**src/rtl/alu_pkg.sv**
```systemverilog
// Shared types and widths for the 16-bit SAP ALU.
package alu_pkg;

  localparam int DATA_W = 16;
  localparam int RES_W  = 17;

  // Controller opcodes; 12..15 all decode as reserved.
  typedef enum logic [3:0] {
    OP_ADD   = 4'd0,
    OP_SUB   = 4'd1,
    OP_AND   = 4'd2,
    OP_OR    = 4'd3,
    OP_XOR   = 4'd4,
    OP_NOT   = 4'd5,
    OP_SHL   = 4'd6,
    OP_SHR   = 4'd7,
    OP_INC   = 4'd8,
    OP_DEC   = 4'd9,
    OP_PASSA = 4'd10,
    OP_PASSB = 4'd11,
    OP_RSVD  = 4'd12
  } op_e;

endpackage

```
**src/rtl/alu_core.sv**
```systemverilog
// Combinational ALU datapath: next result and status flags.
module alu_core
  import alu_pkg::*;
(
  input  logic [DATA_W-1:0] a,
  input  logic [DATA_W-1:0] b,
  input  logic [3:0]        op,
  output logic [RES_W-1:0]  next_res,
  output logic              next_zf,
  output logic              next_sf,
  output logic              next_cf,
  output logic              next_vf
);

  op_e opc;
  assign opc = op_e'(op);

  // Result select; bit 16 carries carry/borrow/shift-out, vf only for arithmetic.
  always_comb begin
    next_res = '0;
    next_vf  = 1'b0;
    case (opc)
      OP_ADD: begin
        next_res = {1'b0, a} + {1'b0, b};
        next_vf  = (a[15] == b[15]) && (next_res[15] != a[15]);
      end
      OP_SUB: begin
        // Borrow lands in bit 16 because the 17-bit difference wraps.
        next_res = {1'b0, a} - {1'b0, b};
        next_vf  = (a[15] != b[15]) && (next_res[15] != a[15]);
      end
      OP_AND:   next_res = {1'b0, a & b};
      OP_OR:    next_res = {1'b0, a | b};
      OP_XOR:   next_res = {1'b0, a ^ b};
      OP_NOT:   next_res = {1'b0, ~a};
      // 17-bit shift leaves the last bit shifted out in bit 16 (0 for a zero shift).
      OP_SHL:   next_res = {1'b0, a} << b[3:0];
      OP_SHR:   next_res = {1'b0, a >> b[3:0]};
      OP_INC: begin
        next_res = {1'b0, a} + 17'd1;
        next_vf  = !a[15] && next_res[15];
      end
      OP_DEC: begin
        next_res = {1'b0, a} - 17'd1;
        next_vf  = a[15] && !next_res[15];
      end
      OP_PASSA: next_res = {1'b0, a};
      OP_PASSB: next_res = {1'b0, b};
      default:  next_res = '0;
    endcase
  end

  assign next_zf = (next_res[15:0] == 16'h0000);
  assign next_sf = next_res[15];
  assign next_cf = next_res[16];

endmodule

```
**src/rtl/alu.sv**
```systemverilog
// Registered 16-bit ALU: combinational core followed by one output register.
module alu
  import alu_pkg::*;
(
  input  logic              clk,
  input  logic              rst,
  input  logic [DATA_W-1:0] a,
  input  logic [DATA_W-1:0] b,
  input  logic [3:0]        op,
  output logic [RES_W-1:0]  res,
  output logic              zf,
  output logic              sf,
  output logic              cf,
  output logic              vf
);

  logic [RES_W-1:0] next_res;
  logic             next_zf, next_sf, next_cf, next_vf;

  alu_core u_core (
    .a        (a),
    .b        (b),
    .op       (op),
    .next_res (next_res),
    .next_zf  (next_zf),
    .next_sf  (next_sf),
    .next_cf  (next_cf),
    .next_vf  (next_vf)
  );

  // Capture result and flags each edge; reset clears everything immediately.
  always_ff @(posedge clk or posedge rst) begin
    if (rst) begin
      res <= '0;
      zf  <= 1'b0;
      sf  <= 1'b0;
      cf  <= 1'b0;
      vf  <= 1'b0;
    end else begin
      res <= next_res;
      zf  <= next_zf;
      sf  <= next_sf;
      cf  <= next_cf;
      vf  <= next_vf;
    end
  end

endmodule

```
**config.mk**
```make
export PLATFORM = sky130hd
export DESIGN_NAME = alu
export DESIGN_NICKNAME = d
export VERILOG_FILES = /design/src/rtl/alu_pkg.sv /design/src/rtl/alu_core.sv /design/src/rtl/alu.sv
export SDC_FILE = /design/constraint.sdc
export NUM_CORES = 1
export LEC_CHECK = 0
export ABC_CLOCK_PERIOD_IN_PS = 800
export CAP_MARGIN = 20
export CORE_AREA = 2 2 112 141
export DETAILED_ROUTE_END_ITERATION = 8
export DIE_AREA = 0 0 114 143
export GPL_ROUTABILITY_DRIVEN = 0
export PLACE_DENSITY = 0.55
export SYNTH_ARGS = -nofsm -noshare
export SYNTH_HDL_FRONTEND = slang
export SYNTH_HIERARCHICAL = 1
export SYNTH_SLANG_ARGS = --single-unit
```
**constraint.sdc**
```tcl
create_clock -name clk -period 0.8 [get_ports clk]
set_input_delay 0.12 -clock clk [delete_from_list [all_inputs] [get_ports clk]]
set_output_delay 0.12 -clock clk [all_outputs]
set_load 0.005 [all_outputs]
```
==> flow_summary.yaml <==
outcome:
  status: "complete, but fails checks"
  violations: "design-rule violations, negative setup slack"
clock_tree:
  h-tree-depth: 1
  path_clk_slew_ns: 0.06
  cts_buffer_depth: 2
  cts_buffers: 3
  cts_root_buf: "clkbuf_16"
  cts.sinks: 21
  holdBufCountCts: 0
  cts_tree: "yes"
sta:
  tightest_slew_ns: 0.914
  hold_viol: 0
  rsz0062_at_grt: "yes"
  fin_crit_ns: 2.49
  holdWs_ns: 0.191
  setup_ws_ns: -1.69
  max-slew-margin-rel: 0.388
  setup_viol: 42
  finalMaxSlewViolations: 0
  tns_ns: -28.88
  max_freq_ghz: 0.401
  finalCritPeriodShare: 3.12
synthesis:
  synth_area_um2: 5910
  netlist.area_leader.share: 0.116
  synth_warnings: 6
  postSynthCellCount: 768
  seq_area_frac_synth: 0.0889
  synth_cell_types: 83
  syn-num-nets: 863
  synth_common_cells: "nor2_1 (56), ha_1 (55), inv_1 (51)"
  synthArstFlopShare: 1.00
  synth_area_leaders: "ha_1 (12%), mux4_2 (9.1%), dfrtp_1 (8.9%)"
  synth_seq_cells: 21
  synth.most_common_cell: "nor2_1"
  syn_avg_cell_area_um2: 7.69
  synth_edf_count: 0
  ys.flop_type: "dfrtp_1"
  yosysTopAreaCell: "ha_1"
pwr:
  p_per_area_nw_per_um2: 852
  ir_drop_mv: 0.688
  power_leakage_nw: 5.12
  power_mw: 10.1
setup_path:
  crit_chain: "buf_8, inv_6, ha_4, a21o_1, a2111o_1, a311oi_2, nor3_2, a221o_1, a2111oi_4, o2111ai_2, nor4_2"
  crit_type: "input port to flip-flop"
  cp-endpoint: "zf$_DFF_PP0_"
  slowest_stage: "a2111o_1"
  cp-startpoint: "a[1]"
  slowest_delay_ns: 0.48
  timing.critical_path.from_type: "input port"
  cp.required_ns: 0.96
  critPathTopFamily: "compound AO/OA/AOI/OAI gates"
  path_buf_inv: 2
  cp_max_fo: 3
  worstSetupPathDepth: 11
  cp.arrival_ns: 2.66
  crit_path_end_kind: "flip-flop"
route:
  post_drt_wl_per_cell_um: 27.8
  first_pass_iters: 9
  ant_nets: 0
  vias_per_cell: 6.99
  route.detailed.drc: 152
  wl_mm: 38.3
  vias: 9634
  drt_iter0_markers: 1623
layout:
  nFillCells: 910
  fin_area_um2: 11900
  multi_input_area_um2: 6510
  register_area_um2: 526
  drive_gt1_frac: 0.656
  n_antenna_cell: 0
  nets: 1292
  synthToLayoutAreaGrowth_pct: 101
die:
  core_um2: 14900
  die_h_um: 143
  dieArea_um2: 16300
  ios: 59
  num_rows: 50
  die_w_um: 114
  start_util: 0.397
grt:
  grt_pass1_vias: 9081
  grt_max_degree: 22
  antenna_found_initial: 1
  grt_use_total: 0.414
  grt.overflow.total: 0
  grt_pass1_wl_mm: 51.7
placed_design:
  place_area_um2: 9120
  port_buffers: 58
  hpwl_mm: 24.5
  post-place-ws_ns: -2.48
run:
  maxCapViolations: 0
min_path:
  hold_path_class: "input port to asynchronous set/reset pin"
## timing repair
| action | in CTS | in global routing |
|---|---|---|
| gates resized for setup | 486 | 146 |
| buffers inserted | 84 | 46 |
| setup endpoints to repair | 42 | 42 |
| pin swaps | 101 | 87 |
| gates cloned | 1 | 0 |
## cell type report
cell class,instances,area share
clock buffers,3,0.00633
repair buffers,499,0.359
multi-input cells,618,0.549
inverters,54,0.0215
flip-flops and latches,21,0.0443
clock inverters,1,0.000422
well taps,182,0.0192
## metrics by stage
| stage | cells | utilization |
|---|---|---|
| 6_report | 1378 | 0.796 |
| 3_3_place_gp | 1258 | 0.613 |
| 4_1_cts | 1340 | 0.730 |
| 5_1_grt | 1378 | 0.796 |
| 2_1_floorplan | 768 | - |
| 3_5_place_dp | 1258 | 0.613 |
## worst min-delay path: cells and delay by family
family / cells / cell delay [ns]
buffers and inverters: 3 / 0.66
## per-layer routing
metal / vias to the layer above / part of all wire / global-route usage
met5: - / 0 / 0
met4: 0 / 0.12 / 0.358
met3: 397 / 0.12 / 0.0764
met2: 936 / 0.44 / 0.683
met1: 4458 / 0.31 / 0.455
li1: 3843 / - / -
## power by group
part	total (mW)	internal, mW	leakage (nW)	switching [mW]
combinational	7.82	3.88	4.83	3.94
sequential	1.24	1.20	0.255	0.0377
clock	1.04	0.671	0.0409	0.370
total	10.1	5.75	5.12	4.35
## cell families after synthesis
group	share of synthesized area
AND/OR/NAND/NOR	0.234
AO/OA/AOI/OAI	0.302
adder cells (fa/ha/maj)	0.123
buffers and inverters	0.0900
multiplexers	0.151
flip-flops	0.0889
XOR/XNOR	0.0119
## how the worst min path moves through the flow
stage | end | slack (ns) | cells after the start
after detailed placement | res[1]$_DFF_PP0_ | 0.47 | 3
after global routing | res[1]$_DFF_PP0_ | 0.22 | 3
after global placement | res[0]$_DFF_PP0_ | 0.45 | 3
after floorplan | cf$_DFF_PP0_ | 0.1 | 1
final | res[1]$_DFF_PP0_ | 0.19 | 3
after CTS | res[1]$_DFF_PP0_ | 0.20 | 3
## cell usage in the layout (no fill, tap or decap), types with 19 or more instances in the layout
master / synthesis / final
buf_4: 4 / 355
buf_6: 2 / 78
nor2_1: 56 / 44
nand2_1: 47 / 42
buf_2: 14 / 28
a21oi_1: 43 / 26
ha_4: 0 / 26
mux4_2: 24 / 24
nand3_1: 26 / 22
dfrtp_1: 21 / 21
inv_2: 1 / 21
mux2i_1: 26 / 21
inv_1: 51 / 20
ha_1: 55 / 20
o211ai_1: 19 / 19
## state kept, by name, summed over array words and instances, names as in the netlist
register / flops
res: 17
sf: 1
cf: 1
zf: 1
vf: 1
No activity file was read; power rests on OpenSTA's default activity.
